`config.mk`:
```
export PLATFORM = sky130hd
export DESIGN_NAME = cmd_bus_arbiter_flat
export DESIGN_NICKNAME = d
export VERILOG_FILES = /design/src/rtl/cmd_bus_arbiter_if.sv /design/src/rtl/cmd_bus_arbiter.sv /design/src/flat_wrapper.sv
export SDC_FILE = /design/constraint.sdc
export NUM_CORES = 1
export LEC_CHECK = 0
export CAP_MARGIN = 30
export CORE_MARGIN = 2
export CORE_UTILIZATION = 39
export DETAILED_ROUTE_END_ITERATION = 10
export GPL_TIMING_DRIVEN = 0
export PLACE_DENSITY = 0.9
export SKIP_CTS_REPAIR_TIMING = 1
export SLEW_MARGIN = 10
export SYNTH_ARGS = -nofsm -noshare
export SYNTH_HDL_FRONTEND = slang
export SYNTH_SLANG_ARGS = --single-unit
```
`constraint.sdc`:
```
create_clock -name clk -period 2.4 [get_ports clk]
set_input_delay 0.48 -clock clk [delete_from_list [all_inputs] [get_ports clk]]
set_output_delay 0.48 -clock clk [all_outputs]
set_load 0.005 [all_outputs]
```
`src/rtl/cmd_bus_arbiter_if.sv`:
```
// rtl/cmd_bus_arbiter_if.sv - requester/downstream bundle for the command link arbiter
interface cmd_bus_arbiter_if #(
    parameter int NUM_REQ = 4,
    parameter int SRC_W   = $clog2(NUM_REQ)
);
    logic [NUM_REQ-1:0]    req_valid;
    logic [NUM_REQ*32-1:0] req_data;
    logic [NUM_REQ-1:0]    req_ack;
    logic                  out_valid;
    logic [31:0]           out_data;
    logic [SRC_W-1:0]      out_src;
    logic                  out_ready;

    modport master (
        output req_valid, req_data, out_ready,
        input  req_ack, out_valid, out_data, out_src
    );

    modport slave (
        input  req_valid, req_data, out_ready,
        output req_ack, out_valid, out_data, out_src
    );
endinterface

```
`src/rtl/cmd_bus_arbiter.sv`:
```
// rtl/cmd_bus_arbiter.sv - round-robin command link arbiter with a drop-on-stall watchdog
module cmd_bus_arbiter #(
    parameter int NUM_REQ        = 4,
    parameter int TIMEOUT_CYCLES = 1024,
    parameter int SRC_W          = $clog2(NUM_REQ)
) (
    input  logic                clk,
    input  logic                rst_n,
    input  logic                enable,
    cmd_bus_arbiter_if.slave    bus,
    output logic                timeout_err,
    output logic [7:0]          timeout_count
);

    localparam int WD_W = $clog2(TIMEOUT_CYCLES);
    localparam logic [WD_W-1:0]  WD_LAST = WD_W'(TIMEOUT_CYCLES - 1);
    localparam logic [SRC_W-1:0] SRC_MAX = SRC_W'(NUM_REQ - 1);

    typedef enum logic {IDLE, SEND} state_t;

    state_t             state_q, state_d;
    logic [SRC_W-1:0]   last_grant_q, last_grant_d;
    logic [WD_W-1:0]    wdog_q, wdog_d;
    logic               out_valid_q, out_valid_d;
    logic [31:0]        out_data_q, out_data_d;
    logic [SRC_W-1:0]   out_src_q, out_src_d;
    logic [NUM_REQ-1:0] req_ack_q, req_ack_d;
    logic               timeout_err_q, timeout_err_d;
    logic [7:0]         timeout_count_q, timeout_count_d;

    logic               grant_found;
    logic [SRC_W-1:0]   grant_idx;
    logic [SRC_W-1:0]   cand;
    logic [31:0]        grant_data;

    // Walk upward from the requester after the last winner, wrapping at NUM_REQ.
    always_comb begin
        grant_found = 1'b0;
        grant_idx   = '0;
        cand        = last_grant_q;
        for (int k = 0; k < NUM_REQ; k++) begin
            if (cand == SRC_MAX) begin
                cand = '0;
            end else begin
                cand = cand + 1'b1;
            end
            if (!grant_found && bus.req_valid[cand]) begin
                grant_found = 1'b1;
                grant_idx   = cand;
            end
        end
    end

    always_comb begin
        grant_data = '0;
        for (int i = 0; i < NUM_REQ; i++) begin
            if (grant_idx == SRC_W'(i)) begin
                grant_data = bus.req_data[32*i +: 32];
            end
        end
    end

    always_comb begin
        state_d         = state_q;
        last_grant_d    = last_grant_q;
        wdog_d          = wdog_q;
        out_valid_d     = out_valid_q;
        out_data_d      = out_data_q;
        out_src_d       = out_src_q;
        req_ack_d       = '0;
        timeout_err_d   = 1'b0;
        timeout_count_d = timeout_count_q;
        case (state_q)
            IDLE: begin
                if (enable && grant_found) begin
                    state_d     = SEND;
                    out_data_d  = grant_data;
                    out_src_d   = grant_idx;
                    out_valid_d = 1'b1;
                    req_ack_d   = {{(NUM_REQ-1){1'b0}}, 1'b1} << grant_idx;
                    wdog_d      = '0;
                end
            end
            SEND: begin
                // A ready in the final watchdog cycle still counts as a delivery.
                if (bus.out_ready) begin
                    out_valid_d  = 1'b0;
                    last_grant_d = out_src_q;
                    state_d      = IDLE;
                end else if (wdog_q == WD_LAST) begin
                    out_valid_d   = 1'b0;
                    timeout_err_d = 1'b1;
                    if (timeout_count_q != 8'hFF) begin
                        timeout_count_d = timeout_count_q + 8'd1;
                    end
                    last_grant_d = out_src_q;
                    state_d      = IDLE;
                end else begin
                    wdog_d = wdog_q + 1'b1;
                end
            end
            default: state_d = IDLE;
        endcase
    end

    always_ff @(posedge clk or negedge rst_n) begin
        if (!rst_n) begin
            state_q         <= IDLE;
            last_grant_q    <= SRC_MAX;
            wdog_q          <= '0;
            out_valid_q     <= 1'b0;
            out_data_q      <= '0;
            out_src_q       <= '0;
            req_ack_q       <= '0;
            timeout_err_q   <= 1'b0;
            timeout_count_q <= '0;
        end else begin
            state_q         <= state_d;
            last_grant_q    <= last_grant_d;
            wdog_q          <= wdog_d;
            out_valid_q     <= out_valid_d;
            out_data_q      <= out_data_d;
            out_src_q       <= out_src_d;
            req_ack_q       <= req_ack_d;
            timeout_err_q   <= timeout_err_d;
            timeout_count_q <= timeout_count_d;
        end
    end

    assign bus.req_ack    = req_ack_q;
    assign bus.out_valid  = out_valid_q;
    assign bus.out_data   = out_data_q;
    assign bus.out_src    = out_src_q;
    assign timeout_err    = timeout_err_q;
    assign timeout_count  = timeout_count_q;

endmodule

```
`src/flat_wrapper.sv`:
```
// flat-port wrapper written by rule: the top's interface ports become plain ports
module cmd_bus_arbiter_flat 
#(
    parameter int NUM_REQ        = 4,
    parameter int TIMEOUT_CYCLES = 1024,
    parameter int SRC_W          = $clog2(NUM_REQ)
)
  (clk, rst_n, enable, timeout_err, timeout_count, bus_req_valid, bus_req_data, bus_out_ready, bus_req_ack, bus_out_valid, bus_out_data, bus_out_src);
  cmd_bus_arbiter_if #(.NUM_REQ(NUM_REQ), .SRC_W(SRC_W)) bus_i ();
  input  logic clk;
  input  logic rst_n;
  input  logic enable;
  output logic timeout_err;
  output logic [7:0] timeout_count;
  input wire logic [$bits(bus_i.req_valid)-1:0] bus_req_valid;
  input wire logic [$bits(bus_i.req_data)-1:0] bus_req_data;
  input wire logic [$bits(bus_i.out_ready)-1:0] bus_out_ready;
  output wire logic [$bits(bus_i.req_ack)-1:0] bus_req_ack;
  output wire logic [$bits(bus_i.out_valid)-1:0] bus_out_valid;
  output wire logic [$bits(bus_i.out_data)-1:0] bus_out_data;
  output wire logic [$bits(bus_i.out_src)-1:0] bus_out_src;
  assign bus_i.req_valid = bus_req_valid;
  assign bus_i.req_data = bus_req_data;
  assign bus_i.out_ready = bus_out_ready;
  assign bus_req_ack = bus_i.req_ack;
  assign bus_out_valid = bus_i.out_valid;
  assign bus_out_data = bus_i.out_data;
  assign bus_out_src = bus_i.out_src;
  cmd_bus_arbiter #(.NUM_REQ(NUM_REQ), .TIMEOUT_CYCLES(TIMEOUT_CYCLES), .SRC_W(SRC_W)) u_core (.clk(clk), .rst_n(rst_n), .enable(enable), .bus(bus_i), .timeout_err(timeout_err), .timeout_count(timeout_count));
endmodule
```
; Yosys cells after proc, flatten, opt, wreduce, memory -nomap -nowiden
; Index checks and enable logic that the tools add are counted.
[word_totals]
in_bits = 136
elab_cells = 92
register_bits = 61
[op_classes]
bitwise_logic = 2
mux = 43
add_sub_neg = 6
n_reduce_logical = 14
magnitude_cmp = 4
n_shift = 1
eq_ne = 13
[op_table]
columns = op, n
row1 = 2-to-1 mux 32 bit, 4
row2 = 2-to-1 mux 10 bit, 3
row3 = 2-to-1 mux 2 bit, 10
row4 = one-hot mux 10 bit (2 select lines), 1
row5 = 2-to-1 mux 1 bit, 17
row6 = equality test 2 bit (second input constant), 6
row7 = less-than comparator 2 x 3 -> 1 bit (second input constant), 4
row8 = adder 10 x 1 -> 10 bit (second input constant), 1
row9 = equality test 10 bit (second input constant), 1
row10 = adder 2 x 1 -> 2 bit (second input constant), 4
row11 = adder 8 x 1 -> 8 bit (second input constant), 1
row12 = binary-select mux 1 bit (select 2 bit), 4
row13 = 2-to-1 mux 4 bit, 2
row14 = inequality test 8 bit (second input constant), 1
row15 = AND reduction 2 bit, 3
row16 = logical AND 1 bit, 4
row17 = inequality test 2 bit (second input constant), 2
row18 = one-hot mux 1 bit (2 select lines), 2
row19 = AND reduction 4 bit, 1
row20 = left shift 1 x 2 -> 4 bit (first input constant), 1
row21 = zero test 1 bit, 3
row22 = inequality test 3 bit (second input constant), 1
row23 = AND reduction 3 bit, 1
row24 = equality test 2 x 1 -> 1 bit (second input constant), 1
row25 = 4 further kinds, 5

; Logic depth before layout (Yosys ltp)
; Gate-level depths: netlist of the first run.
[logic_depth]
ltp_word = 19
mapped_depth = 8

; Worst setup path before layout of the first run
; OpenSTA, ideal clock, no wires.
[synth_path]
path_type = flip-flop to flip-flop
start = register u_core.last_grant_q[0]
end = register u_core.out_data_q[18] (netlist: u_core.bus.out_data[18])
stages_incl_launch_ff = 9
slack_ps = 405
setup_time_ps = 90
required_ps = 2310
path_buffers = 2
arrival_time_ps = 1905
cell_sequence = dfstp_2 > ha_1 > and2_1 > o211ai_1 > o21ai_2 > or2_1 > buf_4 > buf_6 > o221ai_1
[synth_via]
elab_chain_len = 19
word_cells_on_any_way = 44
classes_between = add/sub (4) / eq/ne (7) / mux (24) / reduce/logical (9)
[synth_lines]
columns = item, line
row1 = start: declaration, cmd_bus_arbiter.sv:22  ; logic [SRC_W-1:0] last_grant_q, last_grant_d;
row2 = start signal: assignment, cmd_bus_arbiter.sv:119  ; last_grant_q <= last_grant_d;
row3 = adder 2 x 1 -> 2 bit / equality test 2 bit (equally long branches), "cmd_bus_arbiter.sv:45, cmd_bus_arbiter.sv:42"
row4 = 2-to-1 mux 2 bit *, cmd_bus_arbiter.sv:42  ; if (cand == SRC_MAX) begin
row5 = "parallel branches: the longest is 17 deep, another holds adder 2 x 1 -> 2 bit", -
row6 = end signal: assignment, cmd_bus_arbiter.sv:122  ; out_data_q <= out_data_d;
row7 = end: declaration, cmd_bus_arbiter.sv:25  ; logic [31:0] out_data_q, out_data_d;
; Every way passes the cells marked *. The select of a mux whose other input is x is not followed.
; A chain may end at the register's enable or synchronous reset.

; Worst setup path after layout of the first run
[layout_path]
start = input port bus_req_valid[1]
end = register u_core.out_data_q[27] (netlist: u_core.bus.out_data[27])
[layout_via]
elab_chain_len = 17
word_cells_on_any_way = 32
classes_between = eq/ne (3) / mux (20) / reduce/logical (9)
[layout_lines]
columns = item, line
row1 = start: declaration, flat_wrapper.sv:15  ; input wire logic [$bits(bus_i.req_valid)-1:0] bus_req_valid;
row2 = binary-select mux 1 bit (select 2 bit), cmd_bus_arbiter.sv:47  ; if (!grant_found && bus.req_valid[cand]) begin
row3 = 2-to-1 mux 1 bit (not written as such), cmd_bus_arbiter.sv:47
row4 = 2-to-1 mux 1 bit, cmd_bus_arbiter.sv:47
row5 = zero test 1 bit, cmd_bus_arbiter.sv:47
row6 = logical AND 1 bit, cmd_bus_arbiter.sv:47
row7 = 2-to-1 mux 1 bit, cmd_bus_arbiter.sv:47
row8 = zero test 1 bit, cmd_bus_arbiter.sv:47
row9 = logical AND 1 bit, cmd_bus_arbiter.sv:47
row10 = 2-to-1 mux 1 bit, cmd_bus_arbiter.sv:47
row11 = zero test 1 bit, cmd_bus_arbiter.sv:47
row12 = logical AND 1 bit, cmd_bus_arbiter.sv:47
row13 = 2-to-1 mux 2 bit, cmd_bus_arbiter.sv:47
row14 = zero test 2 bit, cmd_bus_arbiter.sv:57  ; if (grant_idx == SRC_W'(i)) begin
row15 = 2-to-1 mux 32 bit (4 in a row), cmd_bus_arbiter.sv:57
; Several ways; a longest one is shown, not always the timed one. The select of a mux whose other input is x is not followed.

==> Implementation_results.wiki, run 1 <==
{| class="wikitable"
! Metric !! Value
|-
| Synthesis-to-finish area growth || 64.19%
|-
| Final setup margin || roughly 120 ps
|-
| Power Dens Cells || about 900 nW/µm²
|-
| Clock latency at the later pin of the worst-skew pair || 320 ps
|-
| Total negative slack for setup checks || 0 ps
|-
| H-tree Lvls || 3
|-
| Detail-routed net length per standard cell || 17.73 µm
|-
| Placeable core region || 8299 µm²
|-
| Reg-to-reg setup timing slack || between 100 and 150 ps
|-
| Largest stage delay on the critical path || 540 ps
|-
| Layout net count || 647
|-
| Final clock skew || 5.680 ps
|-
| Count of buffering cells on the critical path with inverters included || 3
|-
| Crit-path slowest cell || clkdlybuf4s50_1
|-
| WS Path Type || input pin to flip-flop
|-
| Reg-to-reg endpoint || u_core.bus.out_data[27]
|-
| Top Family by Delay on Critical Path || buffers and inverters
|-
| Cell Rows || 33
|-
| Worst-case clock buffer depth || 2
|-
| TritonCTS Buffers || 9
|-
| Number of synthesis warnings || 0
|-
| Hold WC Path Type || input pin to async pin
|-
| Routed WL || 10960 µm
|-
| Flop and latch count out of synthesis || 61
|-
| Count of final setup violators || 0
|-
| Post-synthesis net count || 453
|-
| CP Data Required Time || 2630 ps
|-
| Synth top area cells || dfrtp_1 44%, mux2i_1 15%, o221ai_1 4.4%, a32oi_1 3.9%, nand4_1 3.7%
|-
| Drt initial violations || 106
|-
| First-pass GRT wire length || 17250 µm
|-
| Period minus WS final || 2277 ps
|-
| Number of cells produced by synthesis || 314
|-
| Pint || roughly 0.0033 W
|-
| Final RePlAce weighted congestion || 0.8442
|-
| CP Capture Type || flip-flop
|-
| Tightest slew margin relative to the limit || 47.71%
|-
| Maximum number of pins on one net before global-route repair || 62
|-
| Top-count cell post-synth || dfrtp_1
|-
| Core utilization of the finished layout || 66.91%
|-
| Count of final max-slew check failures || 0
|-
| Vias in the first global route || 3540
|-
| Post-synth top area share || 43.66%
|-
| Clock share of power || 17.7%
|-
| Summed instance area of the synthesized netlist || 3382 µm²
|-
| Async SR Flop Fraction || 100.0%
|-
| Fraction of power consumed by combinational cells || 51.4%
|-
| Tcrit/Tclk final || 94.88%
|-
| TritonCTS clock tree || yes
|-
| Sequential Power Share || 30.8%
|-
| Chain of cells forming the critical path || clkdlybuf4s50_1, nand2b_1, a21oi_1, a211oi_4, buf_4, buf_2, nand4_1, o211ai_1
|-
| Net Sw Frac || 35.71%
|-
| Post-detail-place hpwl || 8406 µm
|-
| Arrival time of data at the critical path endpoint || 2510 ps
|-
| Vertical extent of the die || 97.12 µm
|-
| Fraction of the yosys area taken by sequential cells || between 40% and 50%
|-
| Beginning of the worst register-to-register path || u_core.last_grant_q[0]
|-
| Starting density of the core || between 40% and 50%
|-
| Total Die Area || 9432 µm²
|-
| Dominant synthesized flop cell || dfrtp_1
|-
| Number of antenna repair diodes || 0
|-
| Global router's overall resource usage || 22.63%
|-
| Setup WS pre-CTS || -304.3 ps
|-
| Top cells by count, synth || 59 x dfrtp_1, 49 x mux2i_1, 32 x nand2_1
|-
| Total congestion overflow || 0
|-
| Number of remaining DRC errors || 0
|-
| Power spent charging and discharging nets || 0.001808 W
|-
| Lkg Pwr || approximately 2.3 nW
|-
| RSZ-0062 raised after global routing || false
|-
| Maximum frequency from static timing analysis || 0.4392 GHz
|-
| Hold_ws || 226.4 ps
|-
| Number of primary I/O pins || 184
|-
| Post-route ant nets || 0
|-
| Mapped Avg Cell Area || ~11 µm²
|-
| Transition time at the pin with the least slew margin || 784.3 ps
|-
| Post-synthesis cell type with the largest combined area || dfrtp_1
|-
| Total power of the final layout || 0.005062 W
|-
| EDFF count, synth || 0
|-
| Crit-path max FO || 10
|-
| Root cell of the clock tree || clkbuf_8
|-
| Number of cells on the worst reg-to-reg path || 7
|-
| Iteration count of the initial detailed-routing pass || 5
|-
| Worst VDD drop || 440.8 µV
|-
| Via count || ~3400
|-
| Count of final hold-check violations || 0
|-
| Clock slew at the register clock pins of the worst setup and hold paths || about 70 ps
|-
| Reported max-cap violation count || 0
|-
| Post-detailed-route via-to-cell ratio || around 5.4
|-
| Share of layout cells above drive strength 1 || 9.162%
|-
| Die width || 97.12 µm
|-
| Number of unique standard cell types used by synthesis || 41
|-
| Startpoint types || input pin
|-
| Num Clock Sinks || 61
|-
| Outcome || finished, final reports clean
|-
| Antenna violations before repair || 0
|-
| Number of buffers added on ports || between 150 and 200
|}
-- how the worst max path moves through the flow --
stage / startpoint / end / slack [ps] / cells past startpoint
after detailed placement: bus_req_valid[1] / u_core.bus.out_data[31] / -300 / 8
after global placement: rst_n / u_core.bus.out_data[24] / -1120 / 1
final: bus_req_valid[1] / u_core.bus.out_data[27] / 120 / 8
after floorplan: u_core.last_grant_q[0] / u_core.bus.out_data[18] / 400 / 8
after CTS: u_core.last_grant_q[0] / u_core.bus.out_data[31] / 20 / 8
after global routing: u_core.last_grant_q[0] / u_core.bus.out_data[23] / 10 / 8
-- cell type report --
cell class                 count  area (µm²)
fill                         639        2746
timing repair buffer         183        1829
multi-input combinational    226        1718
sequential                    61        1529
clock buffer                  12       145.1
buffer                        24       141.4
tap                          105       131.4
clock inverter                 4       47.55
inverter                       3       11.26
-- metrics by stage --
stage | cell area (µm²) | cells
global route | 5553 | 618
floorplan | 3382 | 314
CTS | 5535 | 618
finish | 5553 | 618
global placement | 5345 | 602
detailed placement | 5343 | 602
-- power groups by stage --
stage	sequential [W]	clock, W	combinational, W
4_1_cts	0.00156	0.000912	0.00260
6_report	0.00156	0.000897	0.00260
3_3_place_gp	0.00156	0	0.00251
3_5_place_dp	0.00157	0	0.00259
5_1_grt	0.00160	0.000971	0.00279
2_1_floorplan	0.00158	0	0.00133
-- flip-flops by register name (all words and copies together), names as in the netlist --
name                  flops
u_core.bus.out_src        2
u_core.state_q            1
u_core.last_grant_q       2
u_core.bus.out_valid      1
u_core.timeout_err        1
u_core.bus.out_data      32
u_core.timeout_count      8
u_core.wdog_q            10
u_core.bus.req_ack        4
-- layout by cell type, fill, tap and decap left out, types with 4 or more instances in the layout --
master / n
nand2_1: 31
o211ai_1: 16
nor2_1: 13
dfrtp_1: 59
mux2i_1: 49
o221ai_1: 17
buf_2: 7
buf_4: 6
a32oi_1: 15
clkbuf_8: 10
xnor2_1: 13
nand3_1: 4
clkdlybuf4s50_1: 182
nand4_1: 20
clkbuf_1: 10
nor4_1: 5
-- cell families (layout without fill, tap and decap cells) --
logic type	count (synthesis)	after routing	synth area share [%]
flops	61	61	45.21
buf+inv	27	226	4.476
simple gates	94	94	14.65
xor+xnor	14	14	3.626
fa+ha+maj	3	3	1.110
mux	52	52	15.50
compound gates	63	63	15.43
-- metal layers --
metal / wire length, µm / global-route usage, %
met5: 0 / 0
met4: 121 / 5.200
met3: 835 / 6.978
met2: 5852 / 42.74
met1: 4150 / 24.61
(Power assumes the default switching activity.)
==> inputs of run 2 (changes only) <==
==> constraint.sdc (replaced) <==
create_clock -name clk -period 2.4 [get_ports clk]
set_input_delay 0.48 -clock clk [delete_from_list [all_inputs] [get_ports clk]]
set_output_delay 0.48 -clock clk [all_outputs]
set_load 0.05 [all_outputs]
==> results of run 2 <==
The final DEF is identical to that of run 1. Status: finished, final reports clean.
Main changes from that run: total power 0.005062 W -> 0.006071 W; worst IR drop on VDD 440.8 µV -> 696.6 µV
==> inputs of run 3 (changes only) <==
--- a/config.mk
+++ b/config.mk
@@ -5,14 +5,15 @@
 export SDC_FILE = /design/constraint.sdc
 export NUM_CORES = 1
 export LEC_CHECK = 0
-export CAP_MARGIN = 30
+export CAP_MARGIN = 20
 export CORE_MARGIN = 2
 export CORE_UTILIZATION = 39
 export DETAILED_ROUTE_END_ITERATION = 10
 export GPL_TIMING_DRIVEN = 0
 export PLACE_DENSITY = 0.9
+export SETUP_SLACK_MARGIN = 0.15
 export SKIP_CTS_REPAIR_TIMING = 1
-export SLEW_MARGIN = 10
+export SLEW_MARGIN = 15
 export SYNTH_ARGS = -nofsm -noshare
 export SYNTH_HDL_FRONTEND = slang
 export SYNTH_SLANG_ARGS = --single-unit
==> Implementation_results.wiki, run 3 (synthesis results as in run 1) <==
{| class="wikitable"
! Metric !! Value
|-
| Reg-to-reg setup timing slack || 240 ps (was 140 ps)
|-
| Crit-path max FO || 10 (unchanged)
|-
| Number of buffers added on ports || 183 (unchanged)
|-
| Commonest cells after routing, fill and taps aside || 182 x clkdlybuf4s50_1, 59 x dfrtp_1, 49 x mux2i_1 (unchanged)
|-
| CP Data Required Time || 2590 ps (was 2630 ps)
|-
| Max FFs per register || 32 (unchanged)
|-
| Post-detailed-route via-to-cell ratio || 5.419 (was 5.430)
|-
| Count of final hold-check violations || 0 (unchanged)
|-
| Cell count along the critical path || 7 (was 8)
|-
| TritonCTS clock tree || yes (unchanged)
|-
| Post-route ant nets || 0 (unchanged)
|-
| Hold WC Path Type || input pin to async pin (unchanged)
|-
| WS Path Type || input pin to flip-flop (unchanged)
|-
| Core utilization of the finished layout || 67.54% (was 66.91%)
|-
| Count of final max-slew check failures || 0 (unchanged)
|-
| Worst-case clock buffer depth || 2 (unchanged)
|-
| Final RePlAce weighted congestion || 0.8442 (unchanged)
|-
| Power Dens Cells || 1105 nW/µm² (was 1093 nW/µm²)
|-
| TritonCTS Buffers || 9 (unchanged)
|-
| RSZ-0062 raised after global routing || true (was false)
|-
| Transition time at the pin with the least slew margin || 766.3 ps (was 784.3 ps)
|-
| Placement-stage cell area || 5343 µm² (unchanged)
|-
| CP Capture Type || flip-flop (unchanged)
|-
| Via count || 3365 (was 3356)
|-
| Iteration count of the initial detailed-routing pass || 4 (was 5)
|-
| Share of layout cells above drive strength 1 || 10.66% (was 9.162%)
|-
| Leading cell type in the layout, fill and taps excluded || clkdlybuf4s50_1 (unchanged)
|-
| Total Die Area || 9432 µm² (unchanged)
|-
| Global router's overall resource usage || 22.63% (unchanged)
|-
| Count of buffering cells on the critical path with inverters included || 2 (was 3)
|-
| Chain of cells forming the critical path || clkdlybuf4s50_1, nor4_2, nor2_2, o211a_2, buf_2, a32oi_1, o211ai_1 (was clkdlybuf4s50_1, nand2b_1, a21oi_1, a211oi_4, buf_4, buf_2, nand4_1, o211ai_1)
|-
| Number of remaining DRC errors || 0 (unchanged)
|-
| Detail-routed net length per standard cell || 17.76 µm (was 17.73 µm)
|-
| Maximum frequency from static timing analysis || 0.4597 GHz (was 0.4392 GHz)
|-
| Beginning of the worst register-to-register path || u_core.last_grant_q[0] (unchanged)
|-
| Clock latency at the later pin of the worst-skew pair || 320 ps (about the same)
|-
| Antenna violations before repair || 0 (unchanged)
|-
| Crit-path slowest cell || clkdlybuf4s50_1 (unchanged)
|-
| Final clock skew || 6.921 ps (was 5.680 ps)
|-
| Number of primary I/O pins || 184 (unchanged)
|-
| H-tree Lvls || 3 (unchanged)
|-
| Startpoint of the worst setup timing path || bus_req_valid[1] (unchanged)
|-
| Synthesis-to-finish area growth || 65.74% (was 64.19%)
|-
| Lkg Pwr || 2.348 nW (was 2.334 nW)
|-
| Vertical extent of the die || 97.12 µm (unchanged)
|-
| Total congestion overflow || 0 (unchanged)
|-
| First-pass GRT wire length || 17250 µm (unchanged)
|-
| Num Clock Sinks || 61 (unchanged)
|-
| Layout net count || 650 (was 647)
|-
| Drt initial violations || 101 (was 106)
|-
| Reported max-cap violation count || 0 (unchanged)
|-
| Total negative slack for setup checks || 0 ps (unchanged)
|-
| Vias in the first global route || 3540 (unchanged)
|-
| Endpoint of the most critical setup path || u_core.bus.out_data[8] (was u_core.bus.out_data[27])
|-
| Outcome || finished, final reports clean (unchanged)
|-
| Startpoint types || input pin (unchanged)
|-
| Tightest slew margin relative to the limit || 48.91% (was 47.71%)
|-
| Top Family by Delay on Critical Path || buffers and inverters (unchanged)
|-
| Starting density of the core || 40.75% (unchanged)
|-
| Worst VDD drop || 697.0 µV (was 696.6 µV)
|-
| Root cell of the clock tree || clkbuf_8 (unchanged)
|-
| Largest stage delay on the critical path || 480 ps (was 540 ps)
|-
| Placeable core region || 8299 µm² (unchanged)
|-
| Count of final setup violators || 0 (unchanged)
|-
| Routed WL || 11030 µm (was 10960 µm)
|-
| Number of cells on the worst reg-to-reg path || 8 (was 7)
|-
| Tcrit/Tclk final || 90.64% (was 94.88%)
|-
| Cell Rows || 33 (unchanged)
|-
| Clock slew at the register clock pins of the worst setup and hold paths || 70 ps (about the same)
|-
| Post-detail-place hpwl || 8406 µm (unchanged)
|-
| Reg-to-reg endpoint || u_core.bus.out_data[30] (was u_core.bus.out_data[27])
|-
| Maximum number of pins on one net before global-route repair || 62 (unchanged)
|-
| Number of antenna repair diodes || 0 (unchanged)
|-
| Die width || 97.12 µm (unchanged)
|-
| Period minus WS final || 2175 ps (was 2277 ps)
|-
| Arrival time of data at the critical path endpoint || 2370 ps (was 2510 ps)
|-
| Post-route cell area || 5605 µm² (was 5553 µm²)
|}
[run 3: area by class of cell]
class                      instances  area, µm²
sequential                        61       1529
multi-input combinational        226       1737
fill                             629       2694
timing repair buffer             187       1859
tap                              105      131.4
clock inverter                     4      47.55
clock buffer                      12      145.1
buffer                            23      145.1
inverter                           3      11.26
[run 3: where the power goes]
| part | internal, W | leakage (nW) | switching, W |
|---|---|---|---|
| clock | 0.000506 | 0.0964 | 0.000391 |
| combinational | 0.00147 | 1.47 | 0.00226 |
| sequential | 0.00137 | 0.781 | 0.000202 |
| total | 0.00334 | 2.35 | 0.00285 |
[run 3: worst reg2reg max path: cells and delay by family (launching register included)]
| kind | cells | cell delay (ps) |
|---|---|---|
| flip-flops | 1 | 580 |
| AO/OA/AOI/OAI | 3 | 540 |
| AND/OR/NAND/NOR | 2 | 380 |
| buffers and inverters | 2 | 330 |
| adder cells (fa/ha/maj) | 1 | 240 |
[run 3: worst min-delay path by stage]
| stage | endpoint | slack [ps] | startpoint | depth (start not counted) |
|---|---|---|---|---|
| 3_5_place_dp | u_core.bus.out_data[13] | 470 | u_core.bus.out_data[13] | 2 |
| 4_1_cts | u_core.bus.out_data[18] | 260 | rst_n | 1 |
| 2_1_floorplan | u_core.bus.out_data[0] | 180 | rst_n | 0 |
| 5_1_grt | u_core.timeout_count[6] | 270 | rst_n | 1 |
| 6_report | u_core.timeout_count[6] | 220 | rst_n | 1 |
| 3_3_place_gp | u_core.bus.out_data[1] | 470 | u_core.bus.out_data[1] | 2 |
[run 3: metrics by stage]
stage / std cells / power [W] / setup slack, ps / hold slack, ps
after detailed placement: 602 / 0.005174 / -304.3 / 475.0
final: 621 / 0.006196 / 224.7 / 219.8
after CTS: 618 / 0.006078 / 23.35 / 256.2
after global routing: 621 / 0.006487 / 141.9 / 268.0
after floorplan: 314 / 0.003905 / 399.8 / 184.4
after global placement: 602 / 0.005085 / -1117 / 470.1
[run 3: layer usage]
| layer | wire [µm] | vias to the layer above | global-route usage [%] | part of all wire (%) |
|---|---|---|---|---|
| li1 | - | 1596 | - | - |
| met1 | 4145 | 1626 | 24.61 | 38 |
| met2 | 5977 | 130 | 42.74 | 54 |
| met3 | 790 | 13 | 6.978 | 7.2 |
| met4 | 116 | 0 | 5.200 | 1.1 |
| met5 | 0 | - | 0 | 0 |
